## src/rtl/ldpc_pkg.sv

```systemverilog
// Shared constants, write-side FSM states and helpers for the LDPC LLR buffer controller.
package ldpc_pkg;

   localparam int LDPC_WORDS_PER_FRAME = 256;
   localparam int LDPC_LLR_W           = 6;
   localparam int LDPC_LLRS_PER_WORD   = 36;
   localparam int LDPC_WORD_W          = LDPC_LLR_W * LDPC_LLRS_PER_WORD;
   localparam int LDPC_DROP_CNT_W      = 8;

   typedef enum logic [1:0] {
      IDLE = 2'd0,
      FILL = 2'd1,
      DROP = 2'd2
   } wr_state_e;

   // Saturating increment of the dropped-frame counter.
   function automatic logic [LDPC_DROP_CNT_W-1:0] sat_inc8(input logic [LDPC_DROP_CNT_W-1:0] v);
      sat_inc8 = (v == 8'hFF) ? v : v + 8'd1;
   endfunction

endpackage

```

## src/rtl/ldpc_llr_buf_ctrl.sv

```systemverilog
// Ping-pong LLR RAM write sequencer: bank allocation, write addressing, decoder
// start/done handshake, overflow and short-frame detection.
module ldpc_llr_buf_ctrl
   import ldpc_pkg::*;
#(
   parameter int WORDS_PER_FRAME = LDPC_WORDS_PER_FRAME,
   parameter int AW              = 8,
   parameter int DW              = LDPC_WORD_W
) (
   input  logic          clk,
   input  logic          reset_n,
   input  logic          frame_start,
   input  logic          word_valid,
   input  logic [DW-1:0] word_data,
   input  logic          dec_done,
   output logic          ram_we,
   output logic          ram_bank,
   output logic [AW-1:0] ram_addr,
   output logic [DW-1:0] ram_wdata,
   output logic          dec_start,
   output logic          dec_bank,
   output logic          overflow,
   output logic          short_frame,
   output logic [7:0]    drop_cnt
);

   localparam logic [AW-1:0] LAST_ADDR = AW'(WORDS_PER_FRAME - 1);

   wr_state_e     r_state, w_state_nxt;
   logic [1:0]    r_full, w_full_nxt, w_set_full, w_clr_full;
   logic          r_wr_bank, w_wr_bank_nxt;
   logic [AW-1:0] r_addr, w_addr_nxt;
   logic          r_dec_bank, w_dec_bank_nxt;
   logic          r_dec_busy, w_dec_busy_nxt;
   logic [7:0]    r_drop_cnt, w_drop_cnt_nxt;
   logic          r_ram_we, w_ram_we_nxt;
   logic          r_ram_bank, w_ram_bank_nxt;
   logic [AW-1:0] r_ram_addr, w_ram_addr_nxt;
   logic [DW-1:0] r_ram_wdata, w_ram_wdata_nxt;
   logic          r_dec_start, w_dec_start_nxt;
   logic          r_overflow, w_overflow_nxt;
   logic          r_short_frame, w_short_frame_nxt;

   // Write-side FSM next state, write port and drop accounting
   always_comb begin
      w_state_nxt       = r_state;
      w_addr_nxt        = r_addr;
      w_wr_bank_nxt     = r_wr_bank;
      w_set_full        = 2'b00;
      w_ram_we_nxt      = 1'b0;
      w_ram_bank_nxt    = r_ram_bank;
      w_ram_addr_nxt    = r_ram_addr;
      w_ram_wdata_nxt   = r_ram_wdata;
      w_overflow_nxt    = 1'b0;
      w_short_frame_nxt = 1'b0;
      w_drop_cnt_nxt    = r_drop_cnt;
      case (r_state)
         IDLE, DROP: begin
            // Words arriving here belong to no accepted frame and are discarded.
            if (frame_start) begin
               if (!r_full[r_wr_bank]) begin
                  w_state_nxt = FILL;
                  w_addr_nxt  = {AW{1'b0}};
               end else begin
                  w_state_nxt    = DROP;
                  w_overflow_nxt = 1'b1;
                  w_drop_cnt_nxt = sat_inc8(r_drop_cnt);
               end
            end else begin
               w_state_nxt = r_state;
            end
         end
         FILL: begin
            if (frame_start) begin
               w_short_frame_nxt = 1'b1;
               w_drop_cnt_nxt    = sat_inc8(r_drop_cnt);
               w_addr_nxt        = {AW{1'b0}};
            end else if (word_valid) begin
               w_ram_we_nxt    = 1'b1;
               w_ram_bank_nxt  = r_wr_bank;
               w_ram_addr_nxt  = r_addr;
               w_ram_wdata_nxt = word_data;
               if (r_addr == LAST_ADDR) begin
                  w_set_full[r_wr_bank] = 1'b1;
                  w_wr_bank_nxt         = ~r_wr_bank;
                  w_addr_nxt            = {AW{1'b0}};
                  w_state_nxt           = IDLE;
               end else begin
                  w_addr_nxt = r_addr + AW'(1);
               end
            end else begin
               w_addr_nxt = r_addr;
            end
         end
         default: begin
            w_state_nxt = IDLE;
            w_addr_nxt  = {AW{1'b0}};
         end
      endcase
   end

   // Decoder handshake: start a full bank when idle, release it on dec_done
   always_comb begin
      w_dec_start_nxt = 1'b0;
      w_dec_busy_nxt  = r_dec_busy;
      w_dec_bank_nxt  = r_dec_bank;
      w_clr_full      = 2'b00;
      if (r_dec_busy) begin
         if (dec_done) begin
            w_clr_full[r_dec_bank] = 1'b1;
            w_dec_bank_nxt         = ~r_dec_bank;
            w_dec_busy_nxt         = 1'b0;
         end else begin
            w_dec_busy_nxt = 1'b1;
         end
      end else if (r_full[r_dec_bank]) begin
         w_dec_start_nxt = 1'b1;
         w_dec_busy_nxt  = 1'b1;
      end else begin
         w_dec_busy_nxt = 1'b0;
      end
   end

   // The writer only ever sets an empty bank and the decoder only clears a full one,
   // so the two never target the same flag in one cycle.
   assign w_full_nxt = (r_full & ~w_clr_full) | w_set_full;

   // Write-side FSM state register
   always_ff @(posedge clk) begin
      if (!reset_n) begin
         r_state <= IDLE;
      end else begin
         r_state <= w_state_nxt;
      end
   end

   // Bank bookkeeping, counters and registered outputs
   always_ff @(posedge clk) begin
      if (!reset_n) begin
         r_full        <= 2'b00;
         r_wr_bank     <= 1'b0;
         r_addr        <= {AW{1'b0}};
         r_dec_bank    <= 1'b0;
         r_dec_busy    <= 1'b0;
         r_drop_cnt    <= 8'd0;
         r_ram_we      <= 1'b0;
         r_ram_bank    <= 1'b0;
         r_ram_addr    <= {AW{1'b0}};
         r_ram_wdata   <= {DW{1'b0}};
         r_dec_start   <= 1'b0;
         r_overflow    <= 1'b0;
         r_short_frame <= 1'b0;
      end else begin
         r_full        <= w_full_nxt;
         r_wr_bank     <= w_wr_bank_nxt;
         r_addr        <= w_addr_nxt;
         r_dec_bank    <= w_dec_bank_nxt;
         r_dec_busy    <= w_dec_busy_nxt;
         r_drop_cnt    <= w_drop_cnt_nxt;
         r_ram_we      <= w_ram_we_nxt;
         r_ram_bank    <= w_ram_bank_nxt;
         r_ram_addr    <= w_ram_addr_nxt;
         r_ram_wdata   <= w_ram_wdata_nxt;
         r_dec_start   <= w_dec_start_nxt;
         r_overflow    <= w_overflow_nxt;
         r_short_frame <= w_short_frame_nxt;
      end
   end

   assign ram_we      = r_ram_we;
   assign ram_bank    = r_ram_bank;
   assign ram_addr    = r_ram_addr;
   assign ram_wdata   = r_ram_wdata;
   assign dec_start   = r_dec_start;
   assign dec_bank    = r_dec_bank;
   assign overflow    = r_overflow;
   assign short_frame = r_short_frame;
   assign drop_cnt    = r_drop_cnt;

endmodule

```

## config.mk

```make
export PLATFORM = sky130hd
export DESIGN_NAME = ldpc_llr_buf_ctrl
export DESIGN_NICKNAME = d
export VERILOG_FILES = /design/src/rtl/ldpc_pkg.sv /design/src/rtl/ldpc_llr_buf_ctrl.sv
export SDC_FILE = /design/constraint.sdc
export NUM_CORES = 1
export LEC_CHECK = 0
export ABC_CLOCK_PERIOD_IN_PS = 2500
export CAP_MARGIN = 30
export CORE_MARGIN = 5
export CORE_UTILIZATION = 25
export CTS_CLUSTER_DIAMETER = 100
export DETAILED_ROUTE_END_ITERATION = 8
export GPL_ROUTABILITY_DRIVEN = 0
export MAX_ROUTING_LAYER = met4
export PLACE_DENSITY = 0.64
export SKIP_CTS_REPAIR_TIMING = 1
export SYNTH_ARGS = -nofsm -noshare
export SYNTH_HDL_FRONTEND = slang
export SYNTH_SLANG_ARGS = --single-unit
```

## constraint.sdc

```tcl
create_clock -name clk -period 2.5 [get_ports clk]
set_clock_uncertainty 0.05 [all_clocks]
set_input_delay 0.25 -clock clk [delete_from_list [all_inputs] [get_ports clk]]
set_output_delay 0.25 -clock clk [all_outputs]
set_load 0.1 [all_outputs]
```

==> impl_metrics.ini, run 1 <==
[cts]
worstSkewPairLatency_ps = 540
clockRootBuffer = clkbuf_16
clk_transition_reported_paths_ps = 60
cts_tree = done
clock_sinks = 252
cts_buffers = 28
cts.htree.levels = 1
ctsLongestPathBuffers = 3

[cells_and_area]
area_growth_pct = 58.6
fin_nets = 1771
final_area_sq_um = 15100
fin_cells = 2079
drive_above_1_share = 0.201

[sta]
timing.final.crit_share = 0.811
maxSlewHeadroom = 0.614
holdWs_ps = 96.4
tightest_slew_ps = 563
rsz0062_at_grt = false
setup-violations-final = 0
max_freq_mhz = 493
drv_slew = 0
finalSetupTns_ps = 0
hold_viol_final = 0
period_minus_slack_ps = 2030

[drt]
drt-total-wl_mm = 32.3
vias = 8966
drtAntennaViolNets = 0
viasPerCell = 4.31
dr.pass1.iters = 4
drtIter0Drc = 418
avgRoutedWirePerCell_um = 15.5
drc = 0

[power_and_ir_drop]
power.total_uw = 9940
vdd_ir_drop_max_uv = 443
p_leak_uw = 0.00573
powerDensity_nw_per_um2 = 660

[yosys]
synth_cell_type_count = 45
netlist_area_sq_um = 9500
synth.ff_latch_count = 252
synth_largest_area_cell = dfxtp_1
syn-mean-instance-area_sq_um = 8.48
synthesis.instances = 1120
async_flop_share = 0
synth_top_area_frac = 0.531
ys_top_cells_by_area = dfxtp_1, nand2_1, a21boi_0, clkbuf_1, a21boi_1
yosys_warnings = 0
syn_nets = 1343
synth_edf_count = 0
synth_common_cells = nand2_1, dfxtp_1, a21boi_0
synth_flop_cell = dfxtp_1
ys_seq_area_frac = 0.531
synth_most_common_cell = nand2_1

[placement]
io_buffers = 458
dpl_cell_area_sq_um = 14100
hpwl_mm = 23.6
dp.cells = 2029

[floorplanning]
die_area_sq_um = 42000
rows = 71
initial_core_util = 0.253
die_height_um = 205
ios = 459
fp.coreArea_sq_um = 37600
die_w_um = 205

[critical_path]
cp_max_fo = 55
crit_required_ps = 2910
critPathKind = flip-flop to flip-flop
crit_path_end_kind = flip-flop
startpoint = r_state[0]$_SDFFE_PN0P_
slowest_stage = dfxtp_1
start_kind = flip-flop
path_buf_inv = 2
arrival_ps = 2440
worstPathCellList = nand2b_1 > nor3_2 > buf_12 > buf_4 > nand2_1 > a21boi_0
worst_r2r_endpoint = ram_wdata[131]$_SDFFE_PN0P_
cp_top_family = flip-flops
reg2reg_depth = 6
r2r_setup_slack_ps = 470
slowest_delay_ps = 600
r2r_start = r_state[0]$_SDFFE_PN0P_

[global_routing]
grt_overflow = 0
grt_max_degree = 81
grt_pass1_vias = 8900
grt_pass1_wl_mm = 48.7
antenna_found_initial = 2
grt_usage = 0.147

[worst_hold_path]
whs_endpoint = ram_wdata[136]$_SDFFE_PN0P_
worstHoldStart = reset_n
whs_path_depth = 2
hp-class = input pin to flip-flop

[job]
maxCapViolations = 0

[outcome]
status = completed
-- how the worst max path moves through the flow --
| stage | to | slack, ps | cells past startpoint |
|---|---|---|---|
| after global routing | ram_wdata[131]$_SDFFE_PN0P_ | 210 | 6 |
| after global placement | ram_wdata[178]$_SDFFE_PN0P_ | 330 | 7 |
| final | ram_wdata[131]$_SDFFE_PN0P_ | 470 | 6 |
| after floorplan | drop_cnt[6]$_SDFFE_PN0P_ | 270 | 4 |
| after CTS | ram_wdata[178]$_SDFFE_PN0P_ | 460 | 6 |
| after detailed placement | ram_wdata[160]$_SDFFE_PN0P_ | 330 | 7 |
-- flip-flops by register name (all words and copies together), names as in the netlist, 2 cells and up --
register and count:
drop_cnt 8, ram_wdata 216, r_addr 8, r_state 2, r_full 2, ram_addr 8
-- logic make-up (layout without fill, tap and decap cells) --
logic type / after synthesis / in the layout / synth area share
simple gates: 515 / 515 / 0.216
compound gates: 256 / 256 / 0.202
flops: 252 / 252 / 0.531
buf+inv: 83 / 529 / 0.0357
mux: 8 / 8 / 0.00843
xor+xnor: 4 / 4 / 0.00369
fa+ha+maj: 2 / 2 / 0.00263
other cells: 0 / 2 / 0
-- worst reg2reg max path: stages (launching register included) --
cell      delay [ps]
dfxtp_1          600
nand2b_1         210
nor3_2           250
buf_12           290
buf_4            320
nand2_1           90
a21boi_0         160
-- cell usage in the layout, fill, tap and decap left out, types with 4 or more instances in the layout --
master	count
a21boi_1	20
nand2_1	467
o21ai_0	6
dfxtp_1	252
nor2_1	6
clkbuf_8	11
nor3_1	4
buf_4	250
a21boi_0	209
nand3_1	6
nand2b_1	5
or3_1	4
clkbuf_16	29
clkdlybuf4s50_1	219
mux2i_1	8
buf_12	9
-- metrics by stage --
step,worst slack [ps],utilization
finish,473,0.401
global route,211,0.401
CTS,459,0.401
detailed placement,327,0.375
global placement,328,0.375
floorplan,269,-
-- layout make-up --
type	count	area, sq um
tap	511	639
inverter	2	7.51
multi-input combinational	785	4130
fill	3753	22500
timing repair buffer	479	4260
antenna	2	5.00
clock inverter	6	85.1
clock buffer	42	885
sequential	252	5040
-- power by group --
group	total, uW	switching (uW)	internal [uW]
Sequential	4170	56.8	4110
Combinational	1490	949	545
Clock	4280	1660	2620
-- layer usage --
metal,global-route usage,wire (um)
met4,0.0495,1120
met2,0.254,15700
met3,0.0405,2500
met5,-,0
met1,0.166,13000
Note: power is estimated with default switching activity, not from simulation.
==> run 2: changes to the inputs <==
- ABC_CLOCK_PERIOD_IN_PS: 2500 -> 1800
- PLACE_DENSITY: 0.64 -> 0.66
- clock period: 2.5 -> 1.8 ns (I/O delays scaled with it)
==> run 2 against run 1 <==
  * Die area unchanged
  * Core utilization increased by 1.1 points
  * Combinational power increased by 44%
  * Global-route usage increased by 0.15 points
  * Critical path type unchanged
  * Largest power group unchanged
==> impl_metrics.ini, run 2 (synthesis gave the netlist of run 1 again) <==
[floorplanning]
die_height_um = 205
die_w_um = 205
ios = 459
fp.coreArea_sq_um = 37600
rows = 71
initial_core_util = 0.253
die_area_sq_um = 42000

[critical_path]
crit_required_ps = 2180
cp_max_fo = 8
crit_path_end_kind = flip-flop
arrival_ps = 1990
start_kind = flip-flop
reg2reg_depth = 4
worst_r2r_endpoint = drop_cnt[6]$_SDFFE_PN0P_
r2r_setup_slack_ps = 190
critPathKind = flip-flop to flip-flop
r2r_start = r_state[0]$_SDFFE_PN0P_

[global_routing]
grt_pass1_vias = 9036
antenna_found_initial = 0
grt_max_degree = 79
grt_usage = 0.149
grt_pass1_wl_mm = 49.3
grt_overflow = 0

[sta]
finalSetupTns_ps = 0
hold_viol_final = 0
setup-violations-final = 0
tightest_slew_ps = 505
timing.final.crit_share = 0.895
max_freq_mhz = 621
period_minus_slack_ps = 1610
maxSlewHeadroom = 0.662
drv_slew = 0
rsz0062_at_grt = false

[outcome]
status = completed

[cells_and_area]
antenna_cells = 0
area_growth_pct = 63.1
fin_nets = 1814
fin_cells = 2123
final_common_cell = nand2_1
largest_reg_flops = 216
drive_above_1_share = 0.228
layout_common_cells = nand2_1, buf_4, dfxtp_1, clkdlybuf4s50_1, a21boi_0
fin_util = 0.412

[placement]
dp.cells = 2071
io_buffers = 458
hpwl_mm = 24.9

[drt]
drtIter0Drc = 370
avgRoutedWirePerCell_um = 15.4
drtAntennaViolNets = 0
drt-total-wl_mm = 32.7
viasPerCell = 4.32
dr.pass1.iters = 4
vias = 9175
drc = 0

[cts]
ctsLongestPathBuffers = 3
clk_transition_reported_paths_ps = 60
clockRootBuffer = clkbuf_16
clock_sinks = 252
cts_tree = done
cts_buffers = 29
cts.htree.levels = 1
worstSkewPairLatency_ps = 540

[power_and_ir_drop]
intPower_uw = 10400
power.total_uw = 14200
vdd_ir_drop_max_uv = 677
p_seq_frac = 0.409
pwr-share-clk = 0.440
powerDensity_nw_per_um2 = 914
switching_share = 0.265
power_switching_uw = 3740
combPwrFrac = 0.151
p_leak_uw = 0.00599

[job]
maxCapViolations = 0

[worst_hold_path]
whs_path_depth = 2
hp-class = input pin to flip-flop
worstHoldStart = reset_n
whs_endpoint = ram_wdata[52]$_SDFFE_PN0P_
[run 2: changes by cell type in the layout (fill, tap and decap cells not counted)]
cell / before / now
inv_6: 0 / 1
clkinvlp_4: 2 / 0
buf_6: 1 / 2
dfxtp_2: 0 / 9
buf_4: 250 / 288
clkinv_4: 0 / 1
dfxtp_1: 252 / 243
buf_12: 9 / 12
clkbuf_8: 11 / 13
diode_2: 2 / 0
bufinv_16: 2 / 3
clkbuf_1: 2 / 3
[run 2: area by class of cell]
type | count | area, sq um
Inverter | 2 | 7.51
Clock buffer | 45 | 916
Sequential cell | 252 | 5060
Tap cell | 511 | 639
Clock inverter | 7 | 118
Timing Repair Buffer | 521 | 4620
Multi-Input combinational cell | 785 | 4130
Fill cell | 3767 | 22100
[run 2: power groups by stage]
| stage | clock network, uW | logic, uW | registers (uW) |
|---|---|---|---|
| after global routing | 6680 | 2240 | 5800 |
| after CTS | 6440 | 2160 | 5780 |
| after floorplan | 0 | 374 | 6780 |
| final | 6230 | 2140 | 5780 |
| after detailed placement | 0 | 2150 | 5900 |
| after global placement | 0 | 2140 | 5900 |
[run 2: how the worst max path moves through the flow]
stage / to / slack [ps] / start / cells after the start
final: drop_cnt[6]$_SDFFE_PN0P_ / 190 / r_state[0]$_SDFFE_PN0P_ / 4
after floorplan: drop_cnt[6]$_SDFFE_PN0P_ / -50 / drop_cnt[1]$_SDFFE_PN0P_ / 4
after detailed placement: ram_wdata[46]$_SDFFE_PN0P_ / -140 / frame_start / 7
after global routing: r_addr[1]$_SDFFE_PN0P_ / 20 / r_state[0]$_SDFFE_PN0P_ / 6
after CTS: ram_wdata[15]$_SDFFE_PN0P_ / 30 / r_state[0]$_SDFFE_PN0P_ / 6
after global placement: drop_cnt[6]$_SDFFE_PN0P_ / -150 / frame_start / 5
[run 2: through the flow]
step                worst slack, ps  instance area [sq um]  hold slack, ps
finish                          189                  15500            20.1
global route                   24.0                  15500            30.8
CTS                            31.0                  15500            2.24
detailed placement             -144                  14400             398
global placement               -154                  14400             392
floorplan                     -47.1                   9510             231
[run 2: per-layer routing]
metal / wire length [um] / vias to the layer above / track usage
met4: 944 / 0 / 0.0490
li1: - / 4589 / -
met1: 13000 / 4228 / 0.170
met5: 0 / - / -
met2: 16400 / 304 / 0.260
met3: 2390 / 54 / 0.0328
[run 2: worst max-delay path: stages, from the launching register on]
cell and delay (ps):
dfxtp_2 360, a21bo_2 220, a21o_1 220, or4_1 520, o211a_1 140
==> run 3: changes to the inputs <==
- ABC_AREA: default -> 1
- CAP_MARGIN: 30 -> default
==> run 3 against run 2 <==
  * Area after synthesis fell by 4.1%
  * Global-route usage rose by 0.78 points
  * Clock power fell by 3%
  * Cell area fell by 4.1%
  * Hold slack improved by 150 ps
  * Critical path depth rose by 4
  * Wire length rose by 0.68%
  * Combinational power rose by 48%
  * Die area fell by 3.9%
  * Count of clock-buffer cells in the layout fell by 5
  * Sequential share of layout area rose by 1.4 points
  * Fmax fell by 1.4%
  * Largest power group unchanged
==> impl_metrics.ini, run 3 <==
[outcome]
status = completed

[job]
maxCapViolations = 0

[worst_hold_path]
whs_endpoint = ram_wdata[165]$_SDFFE_PN0P_
worstHoldStart = word_data[165]
hp-class = input pin to flip-flop
whs_path_depth = 3

[placement]
io_buffers = 458
hpwl_mm = 24.4
dpl_cell_area_sq_um = 13800
dp.cells = 2085

[sta]
period_minus_slack_ps = 1630
setup-violations-final = 0
rsz0062_at_grt = false
drv_slew = 0
finalSetupTns_ps = 0
hold_viol_final = 0
holdWs_ps = 166
maxSlewHeadroom = 0.718
tightest_slew_ps = 423
max_freq_mhz = 612
timing.final.crit_share = 0.908

[cells_and_area]
final_common_cell = nor2_1
area_growth_pct = 62.9
fin_nets = 1871
largest_reg_flops = 216
drive_above_1_share = 0.206
fin_cells = 2138
layout_common_cells = nor2_1, buf_4, dfxtp_1, clkdlybuf4s50_1, o21ai_0
final_area_sq_um = 14800

[drt]
dr.pass1.iters = 6
vias = 9560
drt-total-wl_mm = 33.0
drtIter0Drc = 425
drtAntennaViolNets = 0
drc = 0
avgRoutedWirePerCell_um = 15.4
viasPerCell = 4.47

[global_routing]
antenna_found_initial = 1
grt_usage = 0.157
grt_pass1_vias = 9542
grt_overflow = 0
grt_max_degree = 107
grt_pass1_wl_mm = 51.2

[floorplanning]
die_area_sq_um = 40400
die_height_um = 201
initial_core_util = 0.251
fp.coreArea_sq_um = 36300
die_w_um = 201
rows = 70
ios = 459

[critical_path]
reg2reg_depth = 8
crit_required_ps = 2210
start_kind = flip-flop
slowest_delay_ps = 350
crit_path_end_kind = flip-flop
cpMostUsedCell = nand2_1
worstPathCellList = ha_1 > nand2_1 > nor2_1 > nand2_1 > nand2_1 > nor2_1 > nand3_1 > a21oi_1
slowest_stage = dfxtp_2
cp_max_fo = 6
worst_r2r_endpoint = drop_cnt[7]$_SDFFE_PN0P_
arrival_ps = 2050
critPathKind = flip-flop to flip-flop
r2r_setup_slack_ps = 170
cp.depth = 8
cp_top_family = simple AND/OR/NAND/NOR gates
r2r_start = drop_cnt[0]$_SDFFE_PN0P_
path_buf_inv = 0

[yosys]
ys_seq_area_frac = 0.554
syn_nets = 1415
synth_common_cells = nor2_1, dfxtp_1, o21ai_0
synth.ff_latch_count = 252
synth_most_common_cell = nor2_1
async_flop_share = 0
netlist_area_sq_um = 9110
ys_top_cells_by_area = dfxtp_1, nor2_1, o21ai_0, nand2_1, buf_2
synth_edf_count = 0
synth_flop_cell = dfxtp_1
synthesis.instances = 1192
syn-mean-instance-area_sq_um = 7.64
synth_top_area_frac = 0.554
yosys_warnings = 0
synth_cell_type_count = 27
synth_largest_area_cell = dfxtp_1

[cts]
ctsLongestPathBuffers = 3
cts.htree.levels = 1
cts_buffers = 28
clockRootBuffer = clkbuf_16
worstSkewPairLatency_ps = 540
cts_tree = done
clk_transition_reported_paths_ps = 60
clock_sinks = 252

[power_and_ir_drop]
p_leak_uw = 0.00680
power.total_uw = 15200
powerDensity_nw_per_um2 = 1020
vdd_ir_drop_max_uv = 756
==> run 3: cell count changes in the layout (fill, tap and decap cells not counted), sizes merged, moves of 5 or more <==
cell / change
nor2: +457
nand2: -395
a21boi: -229
o21ai: +222
inv: +27
a21oi: +23
buf: -18
nand3: +17
mux2i: -8
clkbuf: -5
clkinv: +5
nand2b: -5
==> run 3: final cells by class <==
cell class                      count  area, sq um
Antenna cell                        1         2.50
Clock buffer                       40          827
Clock inverter                     11          163
Fill cell                        3587        21400
Inverter                           31          121
Multi-Input combinational cell    831         3570
Sequential cell                   252         5050
Tap cell                          468          586
Timing Repair Buffer              504         4520
==> run 3: metal layers <==
| layer | vias up | share of wire | wire length, um | GRT usage |
|---|---|---|---|---|
| met1 | 4370 | 0.41 | 13600 | 0.184 |
| met2 | 393 | 0.47 | 15500 | 0.259 |
| met5 | - | 0 | 0 | - |
| met4 | 0 | 0.028 | 920 | 0.0482 |
| met3 | 57 | 0.089 | 2940 | 0.0480 |
| li1 | 4740 | - | - | - |
==> run 3: where the power goes <==
part	switching, uW	leakage (uW)	internal, uW
Sequential	129	0.00205	5820
Clock	2310	0.000491	3760
Combinational	2250	0.00426	910
==> run 3: kinds of logic (layout without fill, tap and decap cells) <==
logic type	after synthesis	after routing	synth area share
fa+ha+maj	2	2	0.00275
compound gates	257	257	0.142
xor+xnor	1	1	0.000961
other cells	0	1	0
simple gates	571	571	0.246
flops	252	252	0.554
buf+inv	109	586	0.0545
==> run 3: worst max path at each step <==
stage          slack (ps)                     start                     endpoint
6_report              170  drop_cnt[0]$_SDFFE_PN0P_     drop_cnt[7]$_SDFFE_PN0P_
5_1_grt                 6   r_state[0]$_SDFFE_PN0P_  ram_wdata[127]$_SDFFE_PN0P_
4_1_cts               140   r_state[0]$_SDFFE_PN0P_   ram_wdata[83]$_SDFFE_PN0P_
3_5_place_dp          -20                word_valid   ram_wdata[83]$_SDFFE_PN0P_
3_3_place_gp           30                word_valid  ram_wdata[141]$_SDFFE_PN0P_
2_1_floorplan          20  drop_cnt[1]$_SDFFE_PN0P_     drop_cnt[0]$_SDFFE_PN0P_
==> run 3: through the flow <==
stage                     setup slack (ps)   util
final                                  166  0.409
after floorplan                       23.5      -
after detailed placement             -20.3  0.382
after CTS                              141  0.409
after global routing                  6.47  0.409
after global placement                33.9  0.382
==> run 3: tightest hold or removal path, delay by kind of cell <==
kind / cells / cell delay (ps)
buf+inv: 1 / 390
simple gates: 2 / 150
